$ cat src/rtl/imm_gen_pipe.sv
// imm_gen_pipe: RV32/RV64 immediate generator with a valid/ready stage.
// Decodes the opcode of each accepted instruction into a format code, a
// sign-extended immediate and an illegal flag, presented one cycle later.
// Also keeps a saturating count of illegal instructions delivered downstream.
//
// Build option: define IMM_GEN_PIPE_SKID_EN to use a 2-entry skid buffer with
// a registered in_ready. Without it, a single output register is used and
// in_ready is combinational.
module imm_gen_pipe #(
  parameter int XLEN  = 32,
  parameter int CNT_W = 16
) (
  input  logic             clk,
  input  logic             reset,
  input  logic             in_valid,
  output logic             in_ready,
  input  logic [31:0]      in_inst,
  output logic             out_valid,
  input  logic             out_ready,
  output logic [XLEN-1:0]  out_imm,
  output logic [2:0]       out_fmt,
  output logic             out_illegal,
  output logic [CNT_W-1:0] illegal_cnt
);

  localparam bit RV64 = (XLEN == 64);

  localparam logic [2:0] FMT_NONE = 3'd0;
  localparam logic [2:0] FMT_I    = 3'd1;
  localparam logic [2:0] FMT_S    = 3'd2;
  localparam logic [2:0] FMT_B    = 3'd3;
  localparam logic [2:0] FMT_U    = 3'd4;
  localparam logic [2:0] FMT_J    = 3'd5;

  localparam logic [6:0] OP_IMM    = 7'b0010011;
  localparam logic [6:0] OP_LOAD   = 7'b0000011;
  localparam logic [6:0] OP_JALR   = 7'b1100111;
  localparam logic [6:0] OP_IMM32  = 7'b0011011;
  localparam logic [6:0] OP_STORE  = 7'b0100011;
  localparam logic [6:0] OP_BRANCH = 7'b1100011;
  localparam logic [6:0] OP_LUI    = 7'b0110111;
  localparam logic [6:0] OP_AUIPC  = 7'b0010111;
  localparam logic [6:0] OP_JAL    = 7'b1101111;
  localparam logic [6:0] OP_REG    = 7'b0110011;
  localparam logic [6:0] OP_REG32  = 7'b0111011;
  localparam logic [6:0] OP_FENCE  = 7'b0001111;
  localparam logic [6:0] OP_SYSTEM = 7'b1110011;

  typedef struct packed {
    logic [XLEN-1:0] imm;
    logic [2:0]      fmt;
    logic            ill;
  } res_t;

  logic [6:0]  w_op;
  logic [31:0] w_imm32;
  res_t        w_dec;
  logic        w_in_xfer;
  logic        w_out_xfer;

  res_t             r_out;
  logic             r_out_vld;
  logic [CNT_W-1:0] r_ill_cnt;

  assign w_op = in_inst[6:0];

  // Opcode decode; the immediate is built at 32 bits, then widened by
  // replicating its top bit (which is inst[31] for every format that has one).
  always_comb begin
    w_imm32   = '0;
    w_dec     = '0;
    case (w_op)
      OP_IMM, OP_LOAD, OP_JALR: begin
        w_dec.fmt = FMT_I;
        w_imm32   = {{20{in_inst[31]}}, in_inst[31:20]};
      end
      OP_IMM32: begin
        if (RV64) begin
          w_dec.fmt = FMT_I;
          w_imm32   = {{20{in_inst[31]}}, in_inst[31:20]};
        end else begin
          w_dec.ill = 1'b1;
        end
      end
      OP_STORE: begin
        w_dec.fmt = FMT_S;
        w_imm32   = {{20{in_inst[31]}}, in_inst[31:25], in_inst[11:7]};
      end
      OP_BRANCH: begin
        w_dec.fmt = FMT_B;
        w_imm32   = {{19{in_inst[31]}}, in_inst[31], in_inst[7],
                     in_inst[30:25], in_inst[11:8], 1'b0};
      end
      OP_LUI, OP_AUIPC: begin
        w_dec.fmt = FMT_U;
        w_imm32   = {in_inst[31:12], 12'b0};
      end
      OP_JAL: begin
        w_dec.fmt = FMT_J;
        w_imm32   = {{11{in_inst[31]}}, in_inst[31], in_inst[19:12],
                     in_inst[20], in_inst[30:21], 1'b0};
      end
      OP_REG, OP_REG32, OP_FENCE, OP_SYSTEM: begin
        w_dec.fmt = FMT_NONE;
      end
      default: begin
        w_dec.ill = 1'b1;
      end
    endcase
    w_dec.imm       = {XLEN{w_imm32[31]}};
    w_dec.imm[31:0] = w_imm32;
  end

  assign w_out_xfer = r_out_vld && out_ready;

`ifdef IMM_GEN_PIPE_SKID_EN
  res_t r_sk;
  logic r_sk_vld;
  logic r_in_rdy;
  logic w_sk_vld_nxt;

  assign in_ready  = r_in_rdy;
  assign w_in_xfer = in_valid && r_in_rdy;

  // Skid slot is occupied next cycle if the head is stalled and either the
  // slot was already full or a new entry just arrived behind the head.
  always_comb begin
    w_sk_vld_nxt = 1'b0;
    if (r_out_vld && !out_ready) w_sk_vld_nxt = r_sk_vld || w_in_xfer;
    else                         w_sk_vld_nxt = r_sk_vld && w_in_xfer;
  end

  // Head register refills from the skid slot first so order is preserved;
  // in_ready is registered and drops only when both slots will be full.
  always_ff @(posedge clk or posedge reset) begin
    if (reset) begin
      r_out     <= '0;
      r_out_vld <= 1'b0;
      r_sk      <= '0;
      r_sk_vld  <= 1'b0;
      r_in_rdy  <= 1'b0;
    end else begin
      if (!r_out_vld || out_ready) begin
        if (r_sk_vld) begin
          r_out     <= r_sk;
          r_out_vld <= 1'b1;
          if (w_in_xfer) r_sk <= w_dec;
        end else begin
          r_out_vld <= w_in_xfer;
          if (w_in_xfer) r_out <= w_dec;
        end
      end else if (w_in_xfer) begin
        r_sk <= w_dec;
      end
      r_sk_vld <= w_sk_vld_nxt;
      r_in_rdy <= !w_sk_vld_nxt;
    end
  end
`else
  // Accept whenever the single output register is empty or draining;
  // reset forces it low without waiting for a clock.
  assign in_ready  = !reset && (!r_out_vld || out_ready);
  assign w_in_xfer = in_valid && in_ready;

  // Single output register: load on accept, empty on delivery.
  always_ff @(posedge clk or posedge reset) begin
    if (reset) begin
      r_out     <= '0;
      r_out_vld <= 1'b0;
    end else if (w_in_xfer) begin
      r_out     <= w_dec;
      r_out_vld <= 1'b1;
    end else if (w_out_xfer) begin
      r_out_vld <= 1'b0;
    end
  end
`endif

  // Count illegal results as they leave, holding at all-ones.
  always_ff @(posedge clk or posedge reset) begin
    if (reset) begin
      r_ill_cnt <= '0;
    end else if (w_out_xfer && r_out.ill && (r_ill_cnt != {CNT_W{1'b1}})) begin
      r_ill_cnt <= r_ill_cnt + CNT_W'(1);
    end
  end

  assign out_valid   = r_out_vld;
  assign out_imm     = r_out.imm;
  assign out_fmt     = r_out.fmt;
  assign out_illegal = r_out.ill;
  assign illegal_cnt = r_ill_cnt;

endmodule

$ cat config.mk
export PLATFORM = sky130hd
export DESIGN_NAME = imm_gen_pipe
export DESIGN_NICKNAME = d
export VERILOG_FILES = /design/src/rtl/imm_gen_pipe.sv
export SDC_FILE = /design/constraint.sdc
export NUM_CORES = 1
export LEC_CHECK = 0
export ABC_CLOCK_PERIOD_IN_PS = 2600
export BUFFER_PORTS_ARGS = -buffer_cell sky130_fd_sc_hd__buf_4
export CORE_MARGIN = 10
export CORE_UTILIZATION = 40
export DETAILED_ROUTE_END_ITERATION = 10
export PLACE_DENSITY = 0.79
export SLEW_MARGIN = 0
export SYNTH_ARGS = -nofsm -noshare
export SYNTH_HDL_FRONTEND = slang
export SYNTH_SLANG_ARGS = --single-unit
$ cat constraint.sdc
create_clock -name clk -period 2.6 [get_ports clk]
set_clock_uncertainty 0.2 [all_clocks]
set_input_delay 0.52 -clock clk [delete_from_list [all_inputs] [get_ports clk]]
set_output_delay 0.52 -clock clk [all_outputs]
set_load 0.005 [all_outputs]
== After elaboration in Yosys (flattened, before gate mapping) ==
Cells that the tools add are included.

* $add $sub $neg: 1
* Equal/unequal tests: 13
* Muxes and demuxes: 5
* Reductions and logical operators: 12

{| class="wikitable"
|+ Operators with widths
! kind !! count
|-
| $pmux 32 s5 || 1
|-
| $eq 7x6->1 const B || 4
|-
| $eq 7x7->1 const B || 4
|-
| $add 16x1->16 const B || 1
|-
| $ne 16x16->1 const B || 1
|-
| $pmux 3 s5 || 1
|-
| $eq 7x5->1 const B || 2
|-
| $reduce_or 12->1 || 1
|-
| $eq 7x2->1 const B || 1
|-
| $eq 7x4->1 const B || 1
|-
| $logic_and 1x1->1 || 5
|-
| $mux 1 || 3
|-
| $reduce_or 3->1 || 1
|-
| $logic_not 1->1 || 2
|-
| $reduce_bool 2->1 || 1
|-
| $reduce_or 2->1 || 1
|-
| $logic_or 1x1->1 || 1
|}

* Register bits: 53
* Input port bits: 36
* Word-level logic and storage cells: 36

== Depth between registers and ports, before layout ==
* Depth after elaboration: 5
* Depth in mapped cells: 6

== Worst setup path before layout ==
OpenSTA, ideal clock, no wires.

* Path kind: input to register
* Start: input port reset
* End: register r_out, in the netlist out_imm[12]
* Arrival time: 2.720 ns
* Data required time: 2.252 ns
* Setup slack: -0.468 ns
* Stages: 4
* Path buffers: 0
* Cell sequence: inv_1 nand3_1 a41oi_1 a21oi_1

* Word-level cells in the longest chain between the ends: 3

{| class="wikitable"
|+ Ends and longest elaborated chain
! element !! line !! text
|-
| start: declaration || 14 || <nowiki>input logic reset,</nowiki>
|-
| $logic_not 1->1 (no source line) || n/a ||
|-
| $logic_and 1x1->1 || 162 || <nowiki>assign in_ready = !reset && (!r_out_vld || out_ready);</nowiki>
|-
| $logic_and 1x1->1 || 163 || <nowiki>assign w_in_xfer = in_valid && in_ready;</nowiki>
|-
| end signal: assignment || 171 || <nowiki>r_out <= w_dec;</nowiki>
|-
| end: declaration || 61 || <nowiki>res_t r_out;</nowiki>
|}

No other way between the ends.
A chain may end at the register's enable or synchronous reset.

== Worst setup path in the final report ==
* Start: input port in_inst[5]
* End: register r_out, in the netlist out_imm[24]

* Word-level cells in the longest chain between the ends: 3
* Elaborated cells on any way between the ends: 11
* Those cells by class: 8 x eq/ne; 1 x mux; 2 x reduce/logical

{| class="wikitable"
|+ Ends and longest elaborated chain
! element !! line !! text
|-
| start: declaration || 17 || <nowiki>input logic [31:0] in_inst,</nowiki>
|-
| $eq 7x5->1 (tied with other cells) || 72 || <nowiki>case (w_op)</nowiki>
|-
| $reduce_or 3->1 / $reduce_or 2->1 (equally long branches) || 72 ||
|-
| $pmux 32 s5 (*) || 72 ||
|}

Mark *: on every way between the ends. The rest lies on a longest branch, timed or not.

==> summary.md <==
| Metric | Value |
|---|---|
| Status | `complete, no violations` |
| FP Rows | `28` |
| Final setup fails | `0` |
| Core Area | `5990 um2` |
| Die area | `9830 um2` |
| TritonCTS buffer count | `5` |
| 1st-iter DRT viols | `about 130` |
| Total grt overflow | `0` |
| CP dominant cell by count | `a21oi_1` |
| Initial antenna violation count | `0` |
| Clock Sinks | `53` |
| Reg-to-Reg End | `illegal_cnt[1]` |
| Post-route DRC | `0` |
| P_leak | `approximately 1.6 nW` |
| First-pass GRT wire length | `about 12000 um` |
| Cell area after synthesis | `roughly 2500 um2` |
| Synth async-reset ratio | `100%` |
| Largest fanout on the critical path | `11` |
| Ys flop type | `dfrtp_1` |
| Post-CTS Setup Inserts | `0` |
| Worst Hold Class | `primary input to asynchronous set/reset pin` |
| Rel. slew slack | `about two fifths` |
| Number of synthesized flops with an enable pin | `0` |
| Worst setup margin | `~0.53 ns` |
| Post-CTS sizing | `0` |
| Vias | `approximately 2300` |
| Number of antenna repair diodes | `0` |
| Max stage delay on crit path | `roughly 0.73 ns` |
| Most common cell after layout, fill and taps aside | `buf_4` |
| Power per cell area | `about 570 nW/um2` |
| Ports | `90` |
| Worst r2r src | `illegal_cnt[0]` |
| Largest net degree at the start of global routing | `27` |
| Syn Inst Count | `around 260` |
| Die Width | `between 90 and 100 um` |
| Setup TNS | `0 ns` |
| Most frequent cells in the layout | `buf_4 (97), dfrtp_1 (53), nor2_1 (31), nand2_1 (29), a21oi_1 (29)` |
| Slew @ Worst Pin | `approximately 0.90 ns` |
| Gr usage total | `14.9%` |
| Yosys reg bits | `53` |
| Starting Density | `a little over two fifths` |
| RSZ-0062 raised after global routing | `false` |
| Hold buffer count at CTS | `0` |
| Area Overhead vs Synth | `34.4%` |
| Height of the die | `a little under 100 um` |
| CP endpoint kind | `flip-flop` |
| Fin. Hold Viols | `0` |
| Hold slack final | `0.0614 ns` |
| Critical Path Slowest Stage Cell | `a21oi_1` |
| PortBufs | `a little under 90` |
| Peak VDD IR | `0.330 mV` |
| Unique cell type count in the Yosys netlist | `43` |
| CTS tree | `built` |
| R2R depth | `5` |
| Routed Antenna Nets | `0` |
| Seq/Total Area, Yosys | `between 50 and 60%` |
| Per-cell routed wire length | `between 15 and 20 um` |
| Ys Warns | `0` |
| Arr. time, crit path | `2.03 ns` |
| Number of global-route vias before repair | `about 2300` |
| Pre-antenna DRT Iters | `4` |
| Max Freq | `~0.48 GHz` |
| CTS Root Cell | `clkbuf_8` |
| CTS H-tree depth | `2` |
| Clock Path Buffers | `2` |
| Worst-path cell chain | `buf_4 > nand3b_1 > a2bb2o_1 > a21oi_1 > a21oi_1` |
| Max Slew Vio Count | `0` |
| Routed WL | `7420 um` |
| Worst-Skew Late Latency | `0.31 ns` |
| Worst Path Class, Setup | `primary input to flip-flop` |
| Fraction of layout cells with a size suffix above 1 | `32.5%` |
| Max-Cap Viols | `0` |
| Worst Path Required | `2.56 ns` |
| Min cycle time layout | `~2.1 ns` |
| Setup crit start kind | `primary input` |
| Clk pin slew, worst setup/hold paths | `between 0.1 and 0.15 ns` |
| Layout Nets | `between 300 and 400` |
| Synth Area per Inst | `9.57 um2` |
| DP Worst Slack | `0.210 ns` |
| Detail Placement HPWL | `roughly 5800 um` |
| Final period util | `79.8%` |
| Vias per cell | `~5.3` |
| Reg2reg setup slack | `~0.58 ns` |
| GPL Wtd Cong | `approximately 0.84` |
| Syn_nets | `299` |
==> per-layer routing <==
metal  global-route usage [%]  wire length [um]
met5                        0                 0
met4                     3.53                56
met3                     6.71               735
met2                     23.5              3480
met1                     18.0              3150
==> synth_stat cells (3+ instances only) <==
master    instances  area [um2]
inv_1             3        11.3
nor3_1            8        40.0
buf_2             6        30.0
nor4_1            4        25.0
clkbuf_1         10        37.5
dfrtp_1          53        1330
nor2_1           31         116
nor2b_1           4        25.0
nand4_1           3        18.8
a22o_1            6        52.6
nand2b_1          3        18.8
nand3_1           8        40.0
xor2_1           13         114
nand2_1          29         109
a21oi_1          29         145
o21ai_0          19        95.1
==> how the worst max path moves through the flow <==
| stage | to | depth (start not counted) | startpoint | slack (ns) |
|---|---|---|---|---|
| 2_1_floorplan | out_imm[5] | 6 | reset | 0.05 |
| 4_1_cts | in_ready | 5 | reset | 0.50 |
| 6_report | out_imm[24] | 5 | in_inst[5] | 0.53 |
| 3_3_place_gp | out_imm[20] | 5 | in_inst[5] | 0.30 |
| 3_5_place_dp | out_imm[29] | 5 | in_inst[5] | 0.21 |
| 5_1_grt | out_imm[12] | 5 | out_valid | 0.42 |
==> report_power, final <==
part           switching [W]  internal, W  total, W
clock network       0.000297     0.000196  0.000493
registers          0.0000926     0.000920   0.00101
logic               0.000186     0.000229  0.000415
total               0.000575      0.00135   0.00192
==> critical path, delay by kind of cell <==
family                 cells  cell delay, ns
buffers and inverters      1            0.15
AOI/OAI and AO/OA          3            1.21
and+or+nand+nor            1            0.14
==> metrics by stage <==
| stage | util (%) | power [W] | instances | instance area, um2 |
|---|---|---|---|---|
| 3_5_place_dp | 54.6 | 0.00145 | 418 | 3270 |
| 6_report | 56.2 | 0.00192 | 426 | 3370 |
| 2_1_floorplan | - | 0.00117 | 262 | 2510 |
| 4_1_cts | 56.2 | 0.00194 | 426 | 3370 |
| 5_1_grt | 56.2 | 0.00203 | 426 | 3370 |
| 3_3_place_gp | 54.6 | 0.00143 | 418 | 3270 |
==> final cells by class <==
class,count,area (um2)
inverters,3,15.0
flip-flops and latches,53,1330
multi-input cells,190,1110
clock inverters,3,26.3
repair buffers,97,728
well taps,75,93.8
clock buffers,5,68.8
fillers,554,2620
==> logic make-up (layout without fill, tap and decap cells) <==
logic type / after synthesis / in the layout / synth area share [%]
DFF: 53 / 53 / 52.9
AOI/OAI and AO/OA: 64 / 64 / 15.1
muxes: 2 / 2 / 0.849
adders and majority gates: 1 / 1 / 0.499
and+or+nand+nor: 109 / 109 / 22.6
buffers and inverters: 19 / 108 / 3.15
xor gates and xnor gates: 14 / 14 / 4.89
==> state kept, by name, indices dropped and copies added (netlist names) <==
name / flops
out_imm: 32
illegal_cnt: 16
out_fmt: 3
out_illegal: 1
out_valid: 1
Power figures use the tool's default switching activity.
